$ cat src/rtl/rx_block_lock_fsm.sv
// 64b/66b receive block-lock state machine: judges sync headers, acquires/loses
// block lock and requests bitslip from the SERDES to hunt for alignment.
module rx_block_lock_fsm #(
  parameter int HDR_WIDTH           = 2,
  parameter int SH_WINDOW           = 64,
  parameter int INVALID_LIMIT       = 16,
  parameter int BITSLIP_HIGH_CYCLES = 1,
  parameter int BITSLIP_LOW_CYCLES  = 8,
  parameter int CNT_WIDTH           = 16
) (
  input  logic                 clk_tb,
  input  logic                 rx_rst_tb,
  input  logic [HDR_WIDTH-1:0] serdes_rx_hdr,
  input  logic                 serdes_rx_hdr_valid,
  output logic                 serdes_rx_bitslip,
  output logic                 rx_block_lock,
  output logic                 rx_bad_hdr,
  output logic [CNT_WIDTH-1:0] inv_hdr_count,
  output logic [CNT_WIDTH-1:0] lock_loss_count
);

  localparam int SH_W       = $clog2(SH_WINDOW + 1);
  localparam int SLIP_TOTAL = BITSLIP_HIGH_CYCLES + BITSLIP_LOW_CYCLES;
  localparam int SLIP_W     = $clog2(SLIP_TOTAL + 1);

  typedef enum logic {TEST, SLIP} state_t;

  state_t              state, state_n;
  logic [SH_W-1:0]     sh_cnt, sh_cnt_n, sh_inc;
  logic [SH_W-1:0]     inv_cnt, inv_cnt_n, inv_inc;
  logic [SLIP_W-1:0]   slip_cnt, slip_cnt_n, slip_inc;
  logic                lock_n, bitslip_n, bad_n;
  logic [CNT_WIDTH-1:0] inv_hdr_count_n, lock_loss_count_n;
  logic                counted, hdr_invalid;

  assign hdr_invalid = (serdes_rx_hdr != HDR_WIDTH'(1)) && (serdes_rx_hdr != HDR_WIDTH'(2));
  assign counted     = serdes_rx_hdr_valid && (state == TEST);
  assign sh_inc      = sh_cnt + SH_W'(1);
  assign inv_inc     = inv_cnt + SH_W'(hdr_invalid);
  assign slip_inc    = slip_cnt + SLIP_W'(1);

  // Invalid-limit is tested before window end so a window-closing header can still drop lock.
  always_comb begin
    state_n           = state;
    sh_cnt_n          = sh_cnt;
    inv_cnt_n         = inv_cnt;
    slip_cnt_n        = slip_cnt;
    lock_n            = rx_block_lock;
    bitslip_n         = 1'b0;
    bad_n             = 1'b0;
    inv_hdr_count_n   = inv_hdr_count;
    lock_loss_count_n = lock_loss_count;

    if (state == SLIP) begin
      if (slip_inc == SLIP_W'(SLIP_TOTAL)) begin
        state_n    = TEST;
        slip_cnt_n = '0;
      end else begin
        slip_cnt_n = slip_inc;
        bitslip_n  = (slip_inc < SLIP_W'(BITSLIP_HIGH_CYCLES));
      end
    end else if (counted) begin
      if (hdr_invalid) begin
        bad_n = 1'b1;
        if (inv_hdr_count != '1)
          inv_hdr_count_n = inv_hdr_count + CNT_WIDTH'(1);
      end
      if (!rx_block_lock) begin
        if (hdr_invalid) begin
          state_n    = SLIP;
          sh_cnt_n   = '0;
          inv_cnt_n  = '0;
          slip_cnt_n = '0;
          bitslip_n  = 1'b1;
        end else if (sh_inc == SH_W'(SH_WINDOW)) begin
          lock_n   = 1'b1;
          sh_cnt_n = '0;
        end else begin
          sh_cnt_n = sh_inc;
        end
      end else begin
        if (inv_inc == SH_W'(INVALID_LIMIT)) begin
          lock_n     = 1'b0;
          state_n    = SLIP;
          sh_cnt_n   = '0;
          inv_cnt_n  = '0;
          slip_cnt_n = '0;
          bitslip_n  = 1'b1;
          if (lock_loss_count != '1)
            lock_loss_count_n = lock_loss_count + CNT_WIDTH'(1);
        end else if (sh_inc == SH_W'(SH_WINDOW)) begin
          sh_cnt_n  = '0;
          inv_cnt_n = '0;
        end else begin
          sh_cnt_n  = sh_inc;
          inv_cnt_n = inv_inc;
        end
      end
    end
  end

  always_ff @(posedge clk_tb or posedge rx_rst_tb) begin
    if (rx_rst_tb) begin
      state             <= TEST;
      sh_cnt            <= '0;
      inv_cnt           <= '0;
      slip_cnt          <= '0;
      rx_block_lock     <= 1'b0;
      serdes_rx_bitslip <= 1'b0;
      rx_bad_hdr        <= 1'b0;
      inv_hdr_count     <= '0;
      lock_loss_count   <= '0;
    end else begin
      state             <= state_n;
      sh_cnt            <= sh_cnt_n;
      inv_cnt           <= inv_cnt_n;
      slip_cnt          <= slip_cnt_n;
      rx_block_lock     <= lock_n;
      serdes_rx_bitslip <= bitslip_n;
      rx_bad_hdr        <= bad_n;
      inv_hdr_count     <= inv_hdr_count_n;
      lock_loss_count   <= lock_loss_count_n;
    end
  end

endmodule

$ cat config.mk
export PLATFORM = sky130hd
export DESIGN_NAME = rx_block_lock_fsm
export DESIGN_NICKNAME = d
export VERILOG_FILES = /design/src/rtl/rx_block_lock_fsm.sv
export SDC_FILE = /design/constraint.sdc
export NUM_CORES = 1
export LEC_CHECK = 0
export BUFFER_PORTS_ARGS = -buffer_cell sky130_fd_sc_hd__buf_2
export CELL_PAD_IN_SITES_DETAIL_PLACEMENT = 1
export CELL_PAD_IN_SITES_GLOBAL_PLACEMENT = 2
export CORE_MARGIN = 2
export CORE_UTILIZATION = 37
export DETAILED_ROUTE_END_ITERATION = 10
export PLACE_DENSITY_LB_ADDON = 0.1
export SYNTH_ARGS = -nofsm -noshare
export SYNTH_HDL_FRONTEND = slang
export SYNTH_SLANG_ARGS = --single-unit
$ cat constraint.sdc
create_clock -name clk_tb -period 2.9 [get_ports clk_tb]
set_clock_uncertainty 0.1 [all_clocks]
set_input_delay 0.725 -clock clk_tb [delete_from_list [all_inputs] [get_ports clk_tb]]
set_output_delay 0.725 -clock clk_tb [all_outputs]
set_load 0.005 [all_outputs]
# After elaboration in Yosys (flattened, before gate mapping)
# Index checks and enable logic that the tools add are counted.
totals:
  ff_bits: 54
  in_bits: 5
  wordCells: 62
  output_inout_bits: 35
op_classes:
  n_eq_ne: 8
  n_addsub: 5
  n_reduce_logical: 10
  muxes: 28
  magnitude_cmp: 1
  n_bitwise: 1
ops:
  columns: ["op", "count"]
  rows:
  - ["2-to-1 mux 7 bit", 8]
  - ["adder 16 x 1 -> 16 bit (second input constant)", 2]
  - ["inequality test 16 bit (second input constant)", 2]
  - ["2-to-1 mux 4 bit", 6]
  - ["2-to-1 mux 1 bit", 14]
  - ["adder 7 x 1 -> 7 bit", 1]
  - ["adder 7 x 1 -> 7 bit (second input constant)", 1]
  - ["equality test 7 x 5 -> 1 bit (second input constant)", 1]
  - ["equality test 7 bit (second input constant)", 1]
  - ["AND reduction 3 bit", 2]
  - ["AND reduction 5 bit", 1]
  - ["adder 4 x 1 -> 4 bit (second input constant)", 1]
  - ["equality test 4 bit (second input constant)", 1]
  - ["less-than comparator 4 x 1 -> 1 bit (second input constant)", 1]
  - ["AND reduction 4 bit", 1]
  - ["nonzero test 2 bit", 2]
  - ["inequality test 3 x 1 -> 1 bit (second input constant)", 1]
  - ["nonzero test 3 bit", 1]
  - ["logical AND 1 bit", 2]
  - ["inequality test 2 x 1 -> 1 bit (second input constant)", 1]
  - ["inequality test 2 bit (second input constant)", 1]
  - ["AND reduction 2 bit", 1]
  - ["inverter 1 bit", 1]

# Logic depth before layout (Yosys ltp)
logic_depth:
  ltp_word: 8
  depth_mapped: 10
  mapped_depth_nobuf: 9

# Worst setup path before layout
# No wires, ideal clock.
synth_timing:
  path_kind: "input to register"
  from: "in serdes_rx_hdr[0]"
  to: "reg lock_loss_count[8]"
  path_slack_ns: 0.065
  setup_ns: 0.126
  arrival_ns: 2.609
  n_path_buf: 1
  path_stages: 10
  path_cell_list: "xor2_1 inv_1 ha_1 ha_1 nor3_1 a31oi_1 nor3_4 buf_8 nand3_4 xnor2_2"
synth_between:
  elab_chain_len: 5
  elab_cells_between_ends: 6
synth_lines:
  columns: ["element", "line", "text"]
  rows:
  - ["from (decl)", "13", "input logic [HDR_WIDTH-1:0] serdes_rx_hdr,"]
  - ["inequality test 2 x 1 -> 1 bit / inequality test 2 bit (equally long branches)", "36", "assign hdr_invalid = (serdes_rx_hdr != HDR_WIDTH'(1)) && (serdes_rx_hdr != HDR_WIDTH'(2));"]
  - ["logical AND 1 bit *", "36", null]
  - ["adder 7 x 1 -> 7 bit *", "39", "assign inv_inc = inv_cnt + SH_W'(hdr_invalid);"]
  - ["equality test 7 x 5 -> 1 bit *", "82", "if (inv_inc == SH_W'(INVALID_LIMIT)) begin"]
  - ["AND reduction 5 bit (no line) *", null, null]
  - ["to (signal assigned)", "122", "lock_loss_count <= lock_loss_count_n;"]
  - ["to (decl)", "19", "output logic [CNT_WIDTH-1:0] lock_loss_count"]
# Every way passes the cells marked *; elsewhere a longest branch is shown, timed or not.
# A chain may end at the register's enable or synchronous reset.

# Worst setup path after layout
layout_timing:
  from: "in serdes_rx_hdr[0]"
  to: "reg sh_cnt[3]"
layout_between:
  elab_chain_len: 6
  elab_cells_between_ends: 8
layout_lines:
  columns: ["element", "line", "text"]
  rows:
  - ["inequality test 2 x 1 -> 1 bit / inequality test 2 bit (equally long branches)", "36", null]
  - ["logical AND 1 bit *", "36", null]
  - ["adder 7 x 1 -> 7 bit", "39", null]
  - ["equality test 7 x 5 -> 1 bit", "82", null]
  - ["2-to-1 mux 7 bit", "82", null]
  - ["2-to-1 mux 7 bit *", "68", "if (!rx_block_lock) begin"]
  - ["to (signal assigned)", "115", "sh_cnt <= sh_cnt_n;"]
  - ["to (decl)", "29", "logic [SH_W-1:0] sh_cnt, sh_cnt_n, sh_inc;"]
# Marked as above.

==> out/qor.yml <==
seqCellArea_mm2: 0.00135
crit_chain: "buf_2, xor2_1, inv_1, ha_1, ha_1, nor3_1, a31oi_1, o32ai_2, buf_4, o21ai_0, a21o_1"
n_antenna_cell: 0
hpwl_um: 4730
synth_ff_type: "dfrtp_1"
critPathLaunch: "serdes_rx_hdr[0]"
cts_tree: "done"
yosysTopAreaCell: "dfrtp_1"
clkSinkCount: 54
crit_family: "compound AO/OA/AOI/OAI gates"
comb_power_share: 0.215
holdCritPathClass: "primary input to asynchronous set/reset pin"
dr.pass1.iters: 4
cts_max_path_buffers: 2
async_flop_share: 1.00
syn_area_per_cell_um2: 10.9
cts_buffers: 5
crit_type: "primary input to flip-flop"
routed_wirelength_um: 6350
coreArea_mm2: 0.00765
seq_power_share: 0.539
leakagePower_nw: 1.66
syn-num-nets: 277
yosysUniqueCellTypes: 51
synth_common_cells: "54 x dfrtp_1, 25 x nand2_1, 23 x xnor2_1"
ff2ff_setup_slack_ns: 0.69
layout_setup_ws_ns: 0.306
std_cell_rows: 32
synth_area_mm2: 0.00288
synth_edf_count: 0
die_h_um: 92.3
antenna_found_initial: 0
post-route-period-util: 0.894
h-tree-depth: 2
io-pin-count: 40
grt-ovfl-total: 0
maxCapViolCount: 0
hold_viol_final: 0
end_kind: "flip-flop"
crit_required_ns: 3.01
grt_max_degree: 25
cp_num_cells: 11
power.internal_mw: 1.22
postCtsHoldBufs: 0
finalCriticalPeriod_ns: 2.59
port_buffers: 39
r2r-start: "lock_loss_count[8]$_DFFE_PP0P_"
layout-drive-gt1-share: 0.269
clock_latency_ns: 0.30
die_w_um: 92.3
ir_worst_vdd_v: 0.000253
cp_common_cell: "ha_1"
path_clk_slew_ns: 0.10
drtIter0Drc: 77
gp_congestion: 0.757
crit_path_top_delay_cell: "o32ai_2"
initial_utilization: 0.377
maxSlewViolCount: 0
cp_max_fo: 11
multi_input_area_mm2: 0.00147
ctsResizeCount: 0
critPathMaxStageDelay_ns: 0.28
maxSlewHeadroom: 0.624
synth.yosys.seq_area_share: 0.469
crit_path_start_kind: "primary input"
pwr-share-clk: 0.246
post-route-util: 0.444
rsz0062_at_grt: "false"
grt_pass1_wl_um: 11200
r2r-end: "lock_loss_count[4]$_DFFE_PP0P_"
syn_inst: 265
num_vias: 2193
dp_slack_ns: -0.0208
fmax_ghz: 0.386
synth_seq_cells: 54
p_sw_mw: 0.563
tightest_slew_ns: 0.561
die_area_mm2: 0.00851
arrival_ns: 2.70
grt_pass1_vias: 2324
wl_per_cell_um: 14.9
yosysWarnings: 0
path_buf_inv: 3
switching_share: 0.317
cts_setup_buffers: 0
status: "complete, no violations"
p_per_area_mw_per_mm2: 524
track_usage: 0.163
cp-endpoint: "sh_cnt[3]$_DFFE_PP0P_"
root_buffer: "clkbuf_8"
setup_viol: 0
post-route-drc-count: 0
nets: 335
post-synth-top-count-cell: "dfrtp_1"
ant_nets: 0
synthToLayoutAreaGrowth_pct: 17.7
synth.area.top_cells: "dfrtp_1 47%, xnor2_1 7.0%, nand2_1 3.3%, ha_1 3.0%, xor2_1 3.0%"
reg2regPathDepth: 7
synth_top_area_frac: 0.469
nFillCells: 887
viasPerCell: 5.15
through the flow:
step	hold slack, ns	setup TNS (ns)	instances	instance area, um^2	total power [mW]
after floorplan	0.373	0	265	2880	1.22
after global placement	0.378	0	418	3300	1.35
after detailed placement	0.382	-0.0716	418	3300	1.36
after CTS	0.351	0	426	3390	1.81
after global routing	0.365	0	426	3390	1.93
final	0.341	0	426	3390	1.78
layout by cell type, fill, tap and decap left out, types with 2 or more instances in the layout:
| cell type | instances |
|---|---|
| dfrtp_1 | 54 |
| buf_2 | 39 |
| nand2_1 | 25 |
| xnor2_1 | 23 |
| nand3_1 | 17 |
| buf_4 | 17 |
| nor2_1 | 16 |
| nand4_1 | 13 |
| and3_1 | 11 |
| xor2_1 | 10 |
| ha_1 | 7 |
| nand3_2 | 6 |
| a21oi_1 | 6 |
| clkbuf_8 | 6 |
| mux2i_1 | 4 |
| a31oi_1 | 4 |
| o21ai_0 | 4 |
| a22o_1 | 4 |
| nand3b_1 | 4 |
| xnor2_2 | 3 |
| nor3_1 | 3 |
| inv_1 | 3 |
| o2bb2ai_1 | 3 |
| a21o_1 | 3 |
| or2b_1 | 2 |
| and4_1 | 2 |
| and2_1 | 2 |
| nand4b_1 | 2 |
| mux2_2 | 2 |
| o21ai_1 | 2 |
| o41ai_2 | 2 |
| o31ai_1 | 2 |
| nor4_1 | 2 |
| o21ai_2 | 2 |
worst min-delay path by stage:
| stage | slack, ns | startpoint | cells after the start | end |
|---|---|---|---|---|
| after global placement | 0.38 | lock_loss_count[11]$_DFFE_PP0P_ | 1 | lock_loss_count[11]$_DFFE_PP0P_ |
| final | 0.34 | rx_rst_tb | 2 | lock_loss_count[14]$_DFFE_PP0P_ |
| after CTS | 0.35 | rx_rst_tb | 2 | lock_loss_count[14]$_DFFE_PP0P_ |
| after detailed placement | 0.38 | lock_loss_count[11]$_DFFE_PP0P_ | 1 | lock_loss_count[11]$_DFFE_PP0P_ |
| after floorplan | 0.37 | inv_cnt[0]$_DFFE_PP0P_ | 1 | inv_cnt[0]$_DFFE_PP0P_ |
| after global routing | 0.37 | rx_rst_tb | 2 | lock_loss_count[0]$_DFFE_PP0P_ |
registers in the layout (all words and copies together) (netlist names):
signal,count
inv_hdr_count,16
lock_loss_count,16
inv_cnt,7
sh_cnt,7
slip_cnt,4
rx_bad_hdr,1
rx_block_lock,1
serdes_rx_bitslip,1
state,1
power groups by stage:
stage	logic, mW	registers [mW]	clock network, mW
2_1_floorplan	0.270	0.952	0
3_3_place_gp	0.377	0.974	0
3_5_place_dp	0.388	0.976	0
4_1_cts	0.392	0.961	0.461
5_1_grt	0.456	0.983	0.488
6_report	0.382	0.959	0.437
final cells by class:
class / instances / area share
clock buffers: 7 / 0.0254
clock inverters: 1 / 0.00147
inverters: 4 / 0.00442
multi-input cells: 201 / 0.432
flip-flops and latches: 54 / 0.398
well taps: 102 / 0.0376
repair buffers: 57 / 0.101
kinds of logic after synthesis:
group / after synthesis / share of synthesized area
AO/OA/AOI/OAI: 35 / 0.0968
XOR/XNOR: 36 / 0.117
adder cells (fa/ha/maj): 7 / 0.0304
buffers and inverters: 10 / 0.0230
flip-flops: 54 / 0.469
multiplexers: 7 / 0.0269
AND/OR/NAND/NOR: 116 / 0.237
routing by layer:
layer  track usage  part of all wire  vias up
li1              -                 -     1066
met2         0.276              0.47       37
met5             0                 0        -
met4        0.0373            0.0090        0
met3        0.0279             0.029        5
met1         0.220              0.49     1085
worst register-to-register path, stage by stage (launching register included):
cell and delay, ns:
dfrtp_1 0.47, and4_1 0.27, and3_1 0.19, and2_1 0.19, a31oi_4 0.41, buf_4 0.25
nand3b_4 0.09, xnor2_2 0.13
Note: power is estimated with default switching activity, not from simulation.
